<file path="src/rtl/ham_pkg.sv">
// ham_pkg: constants and helpers for the Hamming(17,12) code.
// Codeword bit i carries Hamming position i+1. Parity bits sit at the
// power-of-two positions 1, 2, 4, 8 and 16. Data bits fill the remaining
// positions (3, 5, 6, 7, 9..15, 17), with the info LSB at the lowest position.
// The position-to-index mapping is shared with the encoder.
package ham_pkg;

  localparam int INFO_W  = 12;
  localparam int CW_W    = 17;
  localparam int SYN_W   = 5;
  localparam int MAX_POS = 17;

  // A position carries data when it is inside the codeword and is not a power of two.
  function automatic logic is_data_pos(input logic [SYN_W-1:0] pos);
    return (pos != '0) && (pos <= SYN_W'(MAX_POS)) &&
           ((pos & (pos - SYN_W'(1))) != '0);
  endfunction

  // Info-bit index carried at a data position. Returns 0 for non-data positions.
  function automatic logic [3:0] pos_to_data_idx(input logic [SYN_W-1:0] pos);
    logic [3:0] idx;
    case (pos)
      5'd3:    idx = 4'd0;
      5'd5:    idx = 4'd1;
      5'd6:    idx = 4'd2;
      5'd7:    idx = 4'd3;
      5'd9:    idx = 4'd4;
      5'd10:   idx = 4'd5;
      5'd11:   idx = 4'd6;
      5'd12:   idx = 4'd7;
      5'd13:   idx = 4'd8;
      5'd14:   idx = 4'd9;
      5'd15:   idx = 4'd10;
      5'd17:   idx = 4'd11;
      default: idx = 4'd0;
    endcase
    return idx;
  endfunction

  // Collect the info bits from the data positions of a codeword.
  function automatic logic [INFO_W-1:0] extract_info(input logic [CW_W-1:0] cw);
    logic [INFO_W-1:0] info;
    info = '0;
    for (int p = 1; p <= MAX_POS; p++) begin
      if (is_data_pos(SYN_W'(p)))
        info[pos_to_data_idx(SYN_W'(p))] = cw[p-1];
    end
    return info;
  endfunction

endpackage

</file>
<file path="src/rtl/ham_syndrome.sv">
// ham_syndrome: combinational syndrome computation for a Hamming(17,12) codeword.
// Syndrome bit k is the XOR of every set codeword position whose index has bit k set.
// That equals the XOR of the position numbers of all set bits.
// Ports:
//   codeword  in  17  received codeword (bit i = position i+1)
//   syndrome  out  5  0 = clean, 1..17 = single-bit error position, 18..31 = uncorrectable
module ham_syndrome
  import ham_pkg::*;
(
  input  logic [CW_W-1:0]  codeword,
  output logic [SYN_W-1:0] syndrome
);

  always_comb begin
    syndrome = '0;
    for (int p = 1; p <= MAX_POS; p++) begin
      if (codeword[p-1])
        syndrome = syndrome ^ SYN_W'(p);
    end
  end

endmodule

</file>
<file path="src/rtl/ham_dec_pipe.sv">
// ham_dec_pipe: two-stage valid/ready Hamming(17,12) decoder.
// Stage 1 holds the received codeword; the syndrome is derived from it.
// Stage 2 is the output register. It holds the corrected info, the raw
// syndrome and the status flags.
// The two error counters count words delivered with each flag and saturate
// at all-ones.
// Ports:
//   clk, reset_n          clock (rising edge), asynchronous active-low reset
//   in_valid/in_ready     input handshake
//   in_codeword    [17]   received codeword
//   out_valid/out_ready   output handshake (out_valid is registered)
//   out_info       [12]   corrected info bits
//   out_corrected         single-bit error corrected
//   out_uncorr            syndrome 18..31; out_info carries the uncorrected data
//   out_syndrome   [5]    raw syndrome
//   cnt_clr               synchronous clear of both counters (wins over increment)
//   corr_cnt, uncorr_cnt  [CNT_W] saturating counts of delivered flagged words
module ham_dec_pipe
  import ham_pkg::*;
#(
  parameter int CNT_W = 16
) (
  input  logic              clk,
  input  logic              reset_n,
  input  logic              in_valid,
  output logic              in_ready,
  input  logic [CW_W-1:0]   in_codeword,
  output logic              out_valid,
  input  logic              out_ready,
  output logic [INFO_W-1:0] out_info,
  output logic              out_corrected,
  output logic              out_uncorr,
  output logic [SYN_W-1:0]  out_syndrome,
  input  logic              cnt_clr,
  output logic [CNT_W-1:0]  corr_cnt,
  output logic [CNT_W-1:0]  uncorr_cnt
);

  logic              s1_valid;
  logic [CW_W-1:0]   s1_cw;
  logic [SYN_W-1:0]  s1_syn;
  logic              s1_advance;
  logic              s2_advance;
  logic [CW_W-1:0]   flip_mask;
  logic [CW_W-1:0]   fixed_cw;
  logic [INFO_W-1:0] fixed_info;
  logic              syn_corr;
  logic              syn_uncorr;
  logic              out_hs;

  ham_syndrome u_syndrome (
    .codeword (s1_cw),
    .syndrome (s1_syn)
  );

  // The output register frees up when it is empty or its word is being taken.
  // Stage 1 moves whenever stage 2 can load, so an empty stage 1 simply loads a bubble.
  assign s2_advance = out_ready | ~out_valid;
  assign s1_advance = s2_advance;
  assign in_ready   = ~s1_valid | s1_advance;
  assign out_hs     = out_valid & out_ready;

  always_ff @(posedge clk or negedge reset_n) begin
    if (!reset_n) begin
      s1_valid <= 1'b0;
      s1_cw    <= '0;
    end else if (in_ready) begin
      s1_valid <= in_valid;
      if (in_valid)
        s1_cw <= in_codeword;
    end
  end

  // Syndromes 1..17 name the erroneous position; anything above is not a valid position.
  always_comb begin
    flip_mask  = '0;
    syn_corr   = 1'b0;
    syn_uncorr = 1'b0;
    if (s1_syn != '0) begin
      if (s1_syn <= SYN_W'(MAX_POS)) begin
        flip_mask = CW_W'(1) << (s1_syn - SYN_W'(1));
        syn_corr  = 1'b1;
      end else begin
        syn_uncorr = 1'b1;
      end
    end
  end

  assign fixed_cw   = s1_cw ^ flip_mask;
  assign fixed_info = extract_info(fixed_cw);

  always_ff @(posedge clk or negedge reset_n) begin
    if (!reset_n) begin
      out_valid     <= 1'b0;
      out_info      <= '0;
      out_syndrome  <= '0;
      out_corrected <= 1'b0;
      out_uncorr    <= 1'b0;
    end else if (s2_advance) begin
      out_valid <= s1_valid;
      if (s1_valid) begin
        out_info      <= fixed_info;
        out_syndrome  <= s1_syn;
        out_corrected <= syn_corr;
        out_uncorr    <= syn_uncorr;
      end
    end
  end

  always_ff @(posedge clk or negedge reset_n) begin
    if (!reset_n) begin
      corr_cnt   <= '0;
      uncorr_cnt <= '0;
    end else if (cnt_clr) begin
      corr_cnt   <= '0;
      uncorr_cnt <= '0;
    end else begin
      if (out_hs && out_corrected && (corr_cnt != '1))
        corr_cnt <= corr_cnt + CNT_W'(1);
      if (out_hs && out_uncorr && (uncorr_cnt != '1))
        uncorr_cnt <= uncorr_cnt + CNT_W'(1);
    end
  end

endmodule
</file>
<file path="config.mk">
export PLATFORM = sky130hd
export DESIGN_NAME = ham_dec_pipe
export DESIGN_NICKNAME = d
export VERILOG_FILES = /design/src/rtl/ham_pkg.sv /design/src/rtl/ham_syndrome.sv /design/src/rtl/ham_dec_pipe.sv
export SDC_FILE = /design/constraint.sdc
export NUM_CORES = 1
export LEC_CHECK = 0
export BUFFER_PORTS_ARGS = -buffer_cell sky130_fd_sc_hd__buf_2
export CAP_MARGIN = 20
export CORE_ASPECT_RATIO = 0.8
export CORE_MARGIN = 2
export CORE_UTILIZATION = 56
export DETAILED_ROUTE_END_ITERATION = 12
export HOLD_SLACK_MARGIN = 0.03
export PLACE_DENSITY = 0.87
export SYNTH_ARGS = -nofsm -noshare
export SYNTH_HDL_FRONTEND = slang
export SYNTH_SLANG_ARGS = --single-unit
</file>
<file path="constraint.sdc">
create_clock -name clk -period 3.28 [get_ports clk]
set_input_delay 0.164 -clock clk [delete_from_list [all_inputs] [get_ports clk]]
set_output_delay 0.164 -clock clk [all_outputs]
set_load 0.05 [all_outputs]
</file>
# --- After elaboration in Yosys (flattened, before gate mapping) ---
# Index checks and enable logic that the tools add are counted.
totals:
  latchBits: 0
  mem_bits_ro: 0
  ram_bits: 0
  register_bits: 70
  memories: 0
  inputBits: 22
  wordCells: 74
  out_inout_bits: 53
classes:
  eq_ne: 2
  magnitude_cmp: 1
  n_mul: 0
  n_reduce_logical: 9
  n_div: 0
  bitwise_logic: 22
  add_sub_neg: 3
  mux: 27
  shifts: 1
op_table:
  columns: ["cell", "count"]
  rows:
  - ["$mux W16", 4]
  - ["$mux W17", 2]
  - ["$add A16 B1 Y16 const B", 2]
  - ["$mux W4", 8]
  - ["$ne A16 B16 Y1 const B", 2]
  - ["$shl A1 B5 Y17 const A", 1]
  - ["$xor A17 B17 Y17", 1]
  - ["$not A2 Y2", 7]
  - ["$mux W3", 4]
  - ["$not A3 Y3", 4]
  - ["$mux W5", 2]
  - ["$le A5 B5 Y1 const B", 1]
  - ["$mux W1", 5]
  - ["$reduce_bool A5 Y1", 1]
  - ["$sub A5 B1 Y5 const B", 1]
  - ["$logic_and A1 B1 Y1", 4]
  - ["$mux W2", 2]
  - ["$not A1 Y1 const A", 4]
  - ["$not A4 Y4", 1]
  - ["$reduce_and A2 Y1", 2]
  - ["$reduce_bool A2 Y1", 2]
  - ["$not A1 Y1", 2]
  - ["$or A1 B1 Y1", 2]
  - ["$and A1 B1 Y1", 1]

# --- Logic depth before layout (Yosys ltp) ---
logic_depth:
  ltp_word: 34
  depth_mapped: 7
  ltp_nobuf: 7

# --- By module ---
# A second synthesis with hierarchy kept.
unflattened:
  cells_unflattened: 359
  hier_area_um2: 3727.3
modules_own_cells:
  columns: ["mod", "cells_each", "seq_area_each_um2", "n_inst", "area_each_um2"]
  rows:
  - ["ham_dec_pipe", 339, 1751.7, 1, 3492.1]
  - ["ham_syndrome", 20, 0.0, 1, 235.2]

# --- Worst setup path before layout ---
# OpenSTA, ideal clock, no wires.
synth_path:
  kind: "reg2reg"
  start: "register out_valid"
  end: "register s1_cw[10]"
  synth_period_minus_slack_ns: 2.501
  setup_time_ns: 0.125
  required_time_ns: 3.155
  path_stages_with_launch: 5
  setup_slack_ns: 0.779
  path_buffers: 1
  arrival_ns: 2.376
  cell_sequence: "dfrtp_1 nand3b_1 nand2_1 clkbuf_1 mux2_2"
synth_between:
  elab_chain_len: 4
synth_rtl:
  columns: ["element", "line", "text"]
  rows:
  - ["from (decl)", "ham_dec_pipe.sv:28", "output logic out_valid,"]
  - ["from (signal assigned)", "ham_dec_pipe.sv:100", "out_valid <= s1_valid;"]
  - ["$not A1 Y1", "ham_dec_pipe.sv:58", "assign s2_advance = out_ready | ~out_valid;"]
  - ["$or A1 B1 Y1", "ham_dec_pipe.sv:58", null]
  - ["$or A1 B1 Y1", "ham_dec_pipe.sv:60", "assign in_ready = ~s1_valid | s1_advance;"]
  - ["named net in_ready", "ham_dec_pipe.sv:26", "output logic in_ready,"]
  - ["$reduce_and A2 Y1 (no line)", null, null]
  - ["to (signal assigned)", "ham_dec_pipe.sv:70", "s1_cw <= in_codeword;"]
  - ["to (decl)", "ham_dec_pipe.sv:40", "logic [CW_W-1:0] s1_cw;"]
# The timed path passes the listed nets, and every way through them passes these cells.
# A chain may end at the register's enable or synchronous reset.

# --- Worst setup path after layout ---
layout_path:
  start: "register s1_cw[6]"
  end: "register out_info[3]"
layout_between:
  elab_chain_len: 21
  elab_cells_between_ends: 26
  classes_between: "1 x add/sub; 1 x order compare; 1 x shift; 13 x mux; 9 x bitwise; 1 x reduce/logical"
layout_rtl:
  columns: ["element", "line", "text"]
  rows:
  - ["$mux W3", "ham_syndrome.sv:17", "if (codeword[p-1])"]
  - ["$mux W4", "ham_syndrome.sv:17", null]
  - ["$not A2 Y2 (no line)", null, null]
  - ["$mux W4 (2 in series)", "ham_syndrome.sv:17", null]
  - ["$not A3 Y3 (no line)", null, null]
  - ["$mux W4 (2 in series)", "ham_syndrome.sv:17", null]
  - ["$not A3 Y3 (no line)", null, null]
  - ["$mux W4 (2 in series)", "ham_syndrome.sv:17", null]
  - ["(+2 left out)", null, null]
  - ["$mux W5", "ham_syndrome.sv:17", null]
  - ["$not A2 Y2 (no line)", null, null]
  - ["$mux W5", "ham_syndrome.sv:17", null]
  - ["$sub A5 B1 Y5", "ham_dec_pipe.sv:81", "flip_mask = CW_W'(1) << (s1_syn - SYN_W'(1));"]
  - ["$shl A1 B5 Y17", "ham_dec_pipe.sv:81", null]
  - ["$mux W17", "ham_dec_pipe.sv:80", "if (s1_syn <= SYN_W'(MAX_POS)) begin"]
  - ["$mux W17", "ham_dec_pipe.sv:79", "if (s1_syn != '0) begin"]
  - ["$xor A17 B17 Y17 *", "ham_dec_pipe.sv:89", "assign fixed_cw = s1_cw ^ flip_mask;"]
  - ["to (signal assigned)", "ham_dec_pipe.sv:102", "out_info <= fixed_info;"]
  - ["to (decl)", "ham_dec_pipe.sv:30", "output logic [INFO_W-1:0] out_info,"]
# Mark *: on every way between the ends. The rest lies on a longest branch, timed or not.

==> impl_metrics.env <==
export IMPL_routabilityCongestion=0.825
export IMPL_ys_types=46
export IMPL_root_buffer="clkbuf_8"
export IMPL_coreArea_um2=6440
export IMPL_peakVddDrop_mv=0.660
export IMPL_die_x_um=95.8
export IMPL_synthCells=366
export IMPL_max_freq_mhz=418
export IMPL_seq_area_um2=1750
export IMPL_num_rows=26
export IMPL_synth_ff_type="dfrtp_1"
export IMPL_nets=467
export IMPL_grt_max_degree=33
export IMPL_fin_crit_sh=0.729
export IMPL_syn_to_final_growth_pct=16.8
export IMPL_finalWirelength_um=8320
export IMPL_viasPerCell=5.66
export IMPL_critPathLaunchType="flip-flop"
export IMPL_htree_levels=3
export IMPL_synth_area_um2=3780
export IMPL_dr_pass1_iters=4
export IMPL_setup_viol=0
export IMPL_io_pins=75
export IMPL_drv_slew=0
export IMPL_tightest_slew_ns=0.867
export IMPL_outcome="finished, final reports clean"
export IMPL_cts_max_path_buffers=2
export IMPL_multi_input_area_um2=1970
export IMPL_period_needed_ns=2.39
export IMPL_worstSetupEndpointType="flip-flop"
export IMPL_yosysTopAreaCell="dfrtp_1"
export IMPL_hold_path_class="in -> reg"
export IMPL_synth_area_top_cells="dfrtp_1, xnor2_1, xor2_1"
export IMPL_maxSlewHeadroom=0.421
export IMPL_n_antenna_cell=0
export IMPL_worst_ep_required_time_ns=3.50
export IMPL_post_cts_repair_setup_buffers=0
export IMPL_top_layer="met4"
export IMPL_yosysSeqAreaShare=0.464
export IMPL_fill_cells=511
export IMPL_wl_met2_um=3870
export IMPL_syn_num_nets=390
export IMPL_synth_seq_cells=70
export IMPL_synth_top_area_frac=0.464
export IMPL_clock_skew_ns=0.00352
export IMPL_numCtsBuffers=9
export IMPL_io_buffers=74
export IMPL_synth_edf_count=0
export IMPL_drc=0
export IMPL_cts_sinks=70
export IMPL_cts_tree="yes"
export IMPL_num_vias=2998
export IMPL_synth_commonest_cells="dfrtp_1, nor2_1, nand2_1, xnor2_1, xor2_1"
export IMPL_die_area_um2=7420
export IMPL_grt_overflow=0
export IMPL_wl_met1_um=3810
export IMPL_post_cts_resized=0
export IMPL_cts_clk_slew_worst_paths_ns=0.07
export IMPL_post_synth_cell_area_avg_um2=10.3
export IMPL_synth_most_common_cell="dfrtp_1"
export IMPL_hpwl_um=6100
export IMPL_dr_wl_met3_um=526
export IMPL_drive_gt1_frac=0.276
export IMPL_grt_pass1_vias=2891
export IMPL_die_h_um=77.5
export IMPL_synthArstFlopShare=1.00
export IMPL_rsz0062_at_grt="false"
export IMPL_yosysWarnings=0
export IMPL_whs_ns=0.0522
export IMPL_initialDrtViolationCount=155
export IMPL_fin_tns_setup_ns=0
export IMPL_clk_latency_ns=0.34
export IMPL_path_class="reg -> reg"
export IMPL_antenna_found_initial=0
export IMPL_grt_pass1_wl_um=14300
export IMPL_power_density_nw_per_um2=738
export IMPL_start_util=0.586
export IMPL_p_leak_nw=1.97
export IMPL_hold_viol_final=0
export IMPL_route_detailed_wl_per_inst_um=15.7
export IMPL_maxCapViolations=0
export IMPL_track_usage=0.247
export IMPL_postCtsHoldBufs=1
export IMPL_ant_nets=0
export IMPL_arrival_ns=2.61
export IMPL_critPathMaxFanout=6
==> area by class of cell <==
class / count / area share
clock inverter: 1 / 0.00113
timing repair buffer: 78 / 0.0913
inverter: 3 / 0.00255
clock buffer: 13 / 0.0383
sequential: 70 / 0.397
multi-input combinational: 281 / 0.446
tap: 84 / 0.0238
==> power by group <==
| group | internal (W) | switching (W) |
|---|---|---|
| clock | 0.000328 | 0.000303 |
| sequential | 0.00101 | 0.000126 |
| combinational | 0.000475 | 0.00102 |
| total | 0.00181 | 0.00145 |
==> critical path: stages, from the launching register on <==
cell	delay, ns
dfrtp_1	0.48
xor2_1	0.28
xor2_1	0.39
nor3_1	0.12
o21ai_0	0.66
a2111o_1	0.27
nand3_1	0.07
==> per-stage QoR <==
step                      instances  instance area (um^2)  setup slack (ns)  utilization  total power (W)
after CTS                       530                  4410             0.879        0.685          0.00327
after detailed placement        515                  4230             0.906        0.657          0.00263
after global routing            530                  4410             0.758        0.685          0.00343
after floorplan                 366                  3780             0.779            -          0.00229
after global placement          515                  4230             0.994        0.657          0.00258
final                           530                  4410             0.890        0.685          0.00326
==> cell usage in the layout (no fill, tap or decap), drive strengths merged, types with 2 or more instances in the layout <==
cell | Yosys | routed
nor3 | 7 | 7
and2 | 11 | 11
o21ai | 13 | 13
buf | 1 | 77
nand2b | 3 | 3
and3 | 2 | 2
a2111o | 6 | 6
xnor2 | 31 | 31
xor2 | 28 | 28
or3 | 2 | 2
a211oi | 4 | 4
nor2 | 42 | 42
a21o | 2 | 2
clkbuf | 11 | 13
or3b | 3 | 3
dfrtp | 70 | 70
mux2 | 19 | 19
a31oi | 7 | 7
a21oi | 6 | 6
nand4 | 17 | 17
mux2i | 2 | 2
ha | 2 | 2
and4 | 5 | 5
nand3 | 20 | 20
a2111oi | 2 | 2
nand3b | 4 | 4
nor3b | 2 | 2
inv | 3 | 3
nand2 | 31 | 31
==> registers in the layout, summed over array words and instances, names as in the netlist <==
register and cells:
s1_cw 17, corr_cnt 16, uncorr_cnt 16, out_info 12, out_syndrome 5, out_corrected 1, out_uncorr 1, out_valid 1
s1_valid 1
==> metal layers <==
layer	vias up	global-route usage
met1	1441	0.353
met5	-	0
li1	1446	-
met4	0	0.0657
met3	13	0.0602
met2	98	0.378
==> logic make-up (layout without fill, tap and decap cells) <==
| kind of cell | count (synthesis) | count (layout) | share of synthesized area |
|---|---|---|---|
| muxes | 21 | 21 | 0.0619 |
| and+or+nand+nor | 152 | 152 | 0.202 |
| DFF | 70 | 70 | 0.464 |
| xor gates and xnor gates | 60 | 60 | 0.155 |
| adders and majority gates | 2 | 2 | 0.00662 |
| AOI/OAI and AO/OA | 46 | 46 | 0.0954 |
| buffers and inverters | 15 | 95 | 0.0152 |
==> final timing paths <==
kind                                              from                     endpoint  slack (ns)  depth (start not counted)
max reg2reg                       s1_cw[6]$_DFFE_PN0P_      out_info[3]$_DFFE_PN0P_        0.89                          6
max                               s1_cw[6]$_DFFE_PN0P_      out_info[3]$_DFFE_PN0P_        0.89                          6
min in group asynchronous                      reset_n      out_info[9]$_DFFE_PN0P_        0.35                          2
min                                    in_codeword[14]        s1_cw[14]$_DFFE_PN0P_        0.05                          2
min reg2reg                out_syndrome[1]$_DFFE_PN0P_  out_syndrome[1]$_DFFE_PN0P_        0.47                          2
max in group asynchronous                      reset_n         s1_cw[2]$_DFFE_PN0P_        2.21                          3
Power figures use the tool's default switching activity.
